$ cat src/rtl/uart_ram_loader.sv
`default_nettype none
// ============================================================================
// Module   : uart_ram_loader
// Brief    : Reads UART bytes over the RAM1 bus, packs little-endian 16-bit
//            words and writes them to consecutive RAM2 addresses.
// Revision : 1.0 - initial release
// ============================================================================
module uart_ram_loader #(
    parameter int ADDR_W  = 18,
    parameter int RD_WAIT = 2
) (
    input  logic              clk,
    input  logic              rst,
    input  logic              start,
    input  logic              abort,
    input  logic [ADDR_W-1:0] base_addr,
    input  logic [15:0]       word_count,
    input  logic              data_ready,
    input  logic [7:0]        uart_data,
    output logic              rdn,
    output logic              ram1_en,
    output logic              ram1_oe,
    output logic              ram1_we,
    output logic [ADDR_W-1:0] ram2_addr,
    output logic [15:0]       ram2_wdata,
    output logic              ram2_drive,
    output logic              ram2_en,
    output logic              ram2_oe,
    output logic              ram2_we,
    output logic              busy,
    output logic              done,
    output logic [15:0]       words_written
);

    localparam int c_WAIT_W = (RD_WAIT > 1) ? $clog2(RD_WAIT) : 1;
    localparam logic [c_WAIT_W-1:0] c_WAIT_LAST = c_WAIT_W'(RD_WAIT - 1);

    typedef enum logic [2:0] {
        S_IDLE     = 3'd0,
        S_WAIT_RX  = 3'd1,
        S_RD_LOW   = 3'd2,
        S_RD_LATCH = 3'd3,
        S_WR_SETUP = 3'd4,
        S_WR_PULSE = 3'd5,
        S_WR_HOLD  = 3'd6,
        S_DONE     = 3'd7
    } state_t;

    state_t              r_state;
    state_t              w_next;
    logic [c_WAIT_W-1:0] r_wait_cnt;
    logic                r_byte_sel;
    logic [7:0]          r_low;
    logic [15:0]         r_remaining;
    logic [15:0]         r_words_written;
    logic [ADDR_W-1:0]   r_addr;
    logic [15:0]         r_wdata;
    logic                r_rdn;
    logic                r_ram2_en;
    logic                r_ram2_we;
    logic                r_ram2_drive;
    logic                r_busy;
    logic                r_done;
    logic                w_wr_next;

    always_ff @(posedge clk or negedge rst) begin
        if (!rst) begin
            r_state <= S_IDLE;
        end else begin
            r_state <= w_next;
        end
    end

    always_comb begin
        w_next = r_state;
        if (abort) begin
            w_next = S_IDLE;
        end else begin
            case (r_state)
                S_IDLE:     if (start) w_next = (word_count == 16'd0) ? S_DONE : S_WAIT_RX;
                S_WAIT_RX:  if (data_ready) w_next = S_RD_LOW;
                S_RD_LOW:   if (r_wait_cnt == c_WAIT_LAST) w_next = S_RD_LATCH;
                S_RD_LATCH: w_next = r_byte_sel ? S_WR_SETUP : S_WAIT_RX;
                S_WR_SETUP: w_next = S_WR_PULSE;
                S_WR_PULSE: w_next = S_WR_HOLD;
                S_WR_HOLD:  w_next = (r_remaining == 16'd1) ? S_DONE : S_WAIT_RX;
                S_DONE:     w_next = S_IDLE;
                default:    w_next = S_IDLE;
            endcase
        end
    end

    assign w_wr_next = (w_next == S_WR_SETUP) || (w_next == S_WR_PULSE) || (w_next == S_WR_HOLD);

    // Strobes are decoded from the next state so every pin is a flop output.
    always_ff @(posedge clk or negedge rst) begin
        if (!rst) begin
            r_wait_cnt      <= '0;
            r_byte_sel      <= 1'b0;
            r_low           <= 8'd0;
            r_remaining     <= 16'd0;
            r_words_written <= 16'd0;
            r_addr          <= '0;
            r_wdata         <= 16'd0;
            r_rdn           <= 1'b1;
            r_ram2_en       <= 1'b1;
            r_ram2_we       <= 1'b1;
            r_ram2_drive    <= 1'b0;
            r_busy          <= 1'b0;
            r_done          <= 1'b0;
        end else begin
            r_rdn        <= !((w_next == S_RD_LOW) || (w_next == S_RD_LATCH));
            r_ram2_en    <= !w_wr_next;
            r_ram2_drive <= w_wr_next;
            r_ram2_we    <= (w_next != S_WR_PULSE);
            r_busy       <= (w_next != S_IDLE);
            r_done       <= (r_state == S_DONE) && !abort;
            if (abort) begin
                r_byte_sel <= 1'b0;
            end else begin
                case (r_state)
                    S_IDLE: begin
                        if (start) begin
                            r_words_written <= 16'd0;
                            r_byte_sel      <= 1'b0;
                            if (word_count != 16'd0) begin
                                r_addr      <= base_addr;
                                r_remaining <= word_count;
                            end
                        end
                    end
                    S_WAIT_RX: r_wait_cnt <= '0;
                    S_RD_LOW:  r_wait_cnt <= r_wait_cnt + c_WAIT_W'(1);
                    S_RD_LATCH: begin
                        if (!r_byte_sel) begin
                            r_low      <= uart_data;
                            r_byte_sel <= 1'b1;
                        end else begin
                            r_wdata    <= {uart_data, r_low};
                            r_byte_sel <= 1'b0;
                        end
                    end
                    S_WR_HOLD: begin
                        r_words_written <= r_words_written + 16'd1;
                        r_addr          <= r_addr + ADDR_W'(1);
                        r_remaining     <= r_remaining - 16'd1;
                    end
                    default: ;
                endcase
            end
        end
    end

    assign rdn           = r_rdn;
    assign ram1_en       = 1'b1;
    assign ram1_oe       = 1'b1;
    assign ram1_we       = 1'b1;
    assign ram2_addr     = r_addr;
    assign ram2_wdata    = r_wdata;
    assign ram2_drive    = r_ram2_drive;
    assign ram2_en       = r_ram2_en;
    assign ram2_oe       = 1'b1;
    assign ram2_we       = r_ram2_we;
    assign busy          = r_busy;
    assign done          = r_done;
    assign words_written = r_words_written;

endmodule
`default_nettype wire
$ cat config.mk
export PLATFORM = sky130hd
export DESIGN_NAME = uart_ram_loader
export DESIGN_NICKNAME = d
export VERILOG_FILES = /design/src/rtl/uart_ram_loader.sv
export SDC_FILE = /design/constraint.sdc
export NUM_CORES = 1
export LEC_CHECK = 0
export CAP_MARGIN = 10
export CORE_MARGIN = 1
export CORE_UTILIZATION = 40
export DETAILED_ROUTE_END_ITERATION = 8
export PLACE_DENSITY = 0.68
export SLEW_MARGIN = 5
export SYNTH_ARGS = -nofsm -noshare
export SYNTH_HDL_FRONTEND = slang
export SYNTH_SLANG_ARGS = --single-unit
$ cat constraint.sdc
create_clock -name clk -period 2 [get_ports clk]
set_clock_uncertainty 0.05 [all_clocks]
set_input_delay 0.4 -clock clk [delete_from_list [all_inputs] [get_ports clk]]
set_output_delay 0.4 -clock clk [all_outputs]
set_load 0.01 [all_outputs]
==> reports/results.ini <==
[setup_path]
max_stage_delay_ns = 0.44
required_ns = 2.22
crit_top_cell = buf_4
r2r.worst_path.cells = 9
worstPathMaxFanout = 8
worstPathArrival_ns = 2.23
rr_startpoint = r_remaining[1]
crit_type = reg2reg
crit_slowest_cell = dfrtp_1
r2r-end = ram2_wdata[4]
crit_path_start_kind = flop
cp_num_buf_inv = 3
r2r_slack_ns = -0.02
crit_family = simple AND/OR/NAND/NOR gates
worstPathCellList = inv_2 > ha_4 > nor4b_4 > nand3_1 > buf_4 > nor3b_4 > buf_4 > o21ai_0 > o211ai_1
end_kind = flop

[sta]
final-hold-violation-count = 0
fin_crit_sh = 1.01
finalMaxSlewViolations = 0
tightest_slew_ns = 0.507
relSlewSlack = 0.659
setup_slack_ns = -0.0174
finalSetupViolations = 12
min_period_ns = 2.02
rsz0062_at_grt = true
max_freq_mhz = 496

[floorplanning]
core_region_area_sq_um = 12100
rows = 40
die_h_um = 114
ios = 107
die_area_sq_um = 13000
initial_utilization = 0.415
die_w_um = 114

[pwr]
p_leak_nw = 3.02
power_density_nw_per_um2 = 773
power.total_mw = 5.73
worst_ir_drop_vdd_mv = 0.378

[layout]
fin_area_sq_um = 7410
drive_gt1_frac = 0.250
area_delta_synth_final_pct = 47.4
diodes = 0
nNetsFinal = 779

[hold_path]
hp-class = in2reg
min_to = r_remaining[3]
min-delay-start = word_count[3]
min_delay_path_depth = 3

[status]
status = finished with violations
violations = setup timing

[global_route]
track_usage = 0.240
grt_pass1_wl_um = 24600
grt_antenna_before_repair = 0
grt_start_max_net_pins = 38
grt_overflow = 0
grt_pass1_vias = 5071

[placed_design]
placed_area_sq_um = 6840
dp_hpwl_um = 10800
gp_congestion = 0.900
port_buffers = 102
pre_cts_slack_ns = -0.576

[cts]
htree_levels = 3
cts_sinks = 85
cts_max_path_buffers = 2
cts_buffers = 9
tritoncts = done
worstSkewPairLatency_ns = 0.35
cts-root-buf = clkbuf_16
clkSlewWorstSetupHoldPaths_ns = 0.06

[drt]
first_pass_iters = 4
drc = 0
drtIter0Drc = 324
viasPerCell = 5.73
totalWireLength_um = 15400
avgRoutedWirePerCell_um = 17.1
drt.antenna.violating_nets = 0
vias = 5156

[logic_synthesis]
synth_edf_count = 0
synth_seq_area_share = 0.424
syn_area_per_cell_sq_um = 9.09
synth_cells = 553
synth-seq-cells = 85
synthesis.area_sq_um = 5030
synthFlopType = dfrtp_1
ys_warn_count = 0
async_flop_share = 1.00
ys_types = 64

[run]
cap_violations = 0

-- how the worst max path moves through the flow --
stage                         startpoint              to  slack, ns  depth (start not counted)
after floorplan           r_remaining[2]  r_remaining[9]       0.02                          6
after global placement    word_count[14]             rdn      -0.45                          6
after detailed placement  word_count[14]   ram2_wdata[1]      -0.58                          8
after CTS                 r_remaining[8]             rdn    -0.0007                          6
after global routing      r_remaining[6]   ram2_wdata[6]      -0.13                          8
final                     r_remaining[1]   ram2_wdata[4]      -0.02                          9
-- cell usage after synthesis (10+ instances only) --
cell type | n | share of area
dfrtp_1 | 82 | 0.41
nand3_1 | 43 | 0.043
o21ai_0 | 43 | 0.043
nor2_1 | 41 | 0.031
nand2_1 | 26 | 0.019
a21oi_1 | 24 | 0.024
nor3_1 | 21 | 0.021
and2_1 | 18 | 0.022
clkbuf_1 | 18 | 0.013
o211ai_1 | 18 | 0.027
a32oi_1 | 17 | 0.030
buf_2 | 16 | 0.016
nand4_1 | 13 | 0.016
inv_1 | 12 | 0.0090
nor4_1 | 11 | 0.014
mux2_2 | 10 | 0.022
-- power breakdown --
group,internal [mW],switching (mW),leakage [nW]
Combinational,0.985,0.895,1.89
Sequential,2.02,0.284,0.999
Clock,0.864,0.688,0.127
Total,3.87,1.87,3.02
-- cell families after synthesis --
group                      after synthesis  share of synthesized area
AOI/OAI and AO/OA                      173                      0.240
xor gates and xnor gates                 7                     0.0122
adders and majority gates                4                    0.00995
buffers and inverters                   57                     0.0532
DFF                                     85                      0.424
muxes                                   14                     0.0304
other                                    1                   0.000746
and+or+nand+nor                        212                      0.230
-- cell usage in the layout (no fill, tap or decap), drive strengths merged, types with 5 or more instances in the layout --
master	n
a21oi	25
o22ai	6
a2bb2oi	8
mux2	10
o31ai	8
o2bb2ai	7
nor2	41
and2	18
or3	6
inv	12
nor4	15
clkbuf	11
xnor2	5
a31oi	10
dfrtp	82
nor3	21
nand4	13
nand2	28
o211ai	18
a22oi	6
a32oi	17
nand3	43
o21ai	46
buf	104
dlygate4sd2	8
or4	6
or2	5
clkdlybuf4s50	90
-- flip-flops by register name, indices dropped and copies added (netlist names) --
name / count
words_written: 16
r_state: 3
ram2_addr: 18
busy: 1
ram2_drive: 1
rdn: 1
done: 1
ram2_we: 1
r_wait_cnt: 1
ram2_wdata: 16
r_byte_sel: 1
r_remaining: 16
r_low: 8
ram2_en: 1
-- metal layers --
metal,GRT usage,wire [um],share of wire,vias up
met5,0,0,0,-
met4,0.106,342,0.022,0
met3,0.0434,626,0.041,26
met2,0.397,7570,0.49,134
met1,0.306,6880,0.45,2539
li1,-,-,-,2457
-- worst reg2reg max path, cell delays in order (launching register included) --
cell and delay, ns:
dfrtp_1 0.44, inv_2 0.10, ha_4 0.12, nor4b_4 0.23, nand3_1 0.14, buf_4 0.17
nor3b_4 0.23, buf_4 0.21, o21ai_0 0.08, o211ai_1 0.16
-- through the flow --
stage                     instances   TNS (ns)   util  hold WS [ns]
after floorplan                 556          0      -        0.0544
after global placement          876     -22.85  0.564         0.253
after detailed placement        876     -29.13  0.564         0.252
after CTS                       896  -0.000682  0.599         0.433
after global routing            900      -2.26  0.612         0.428
final                           900     -0.101  0.612         0.394
-- repair_timing --
action / 4_1_cts / 5_1_grt
hold buffers: 1 / 0
endpoints found under the hold margin: 16 / 0
endpoints found under the setup margin: 54 / 47
setup buffers: 3 / 3
pin swaps: 9 / 18
gates cloned: 1 / 1
resized for setup: 35 / 31
-- layout make-up --
type | instances | area, sq um
fill | 1059 | 4700
tap | 168 | 210
clock inverter | 4 | 25.0
clock buffer | 11 | 243
multi-input combinational | 414 | 2870
timing repair buffer | 206 | 1890
sequential | 85 | 2130
inverter | 12 | 45.0
(Power assumes the default switching activity.)
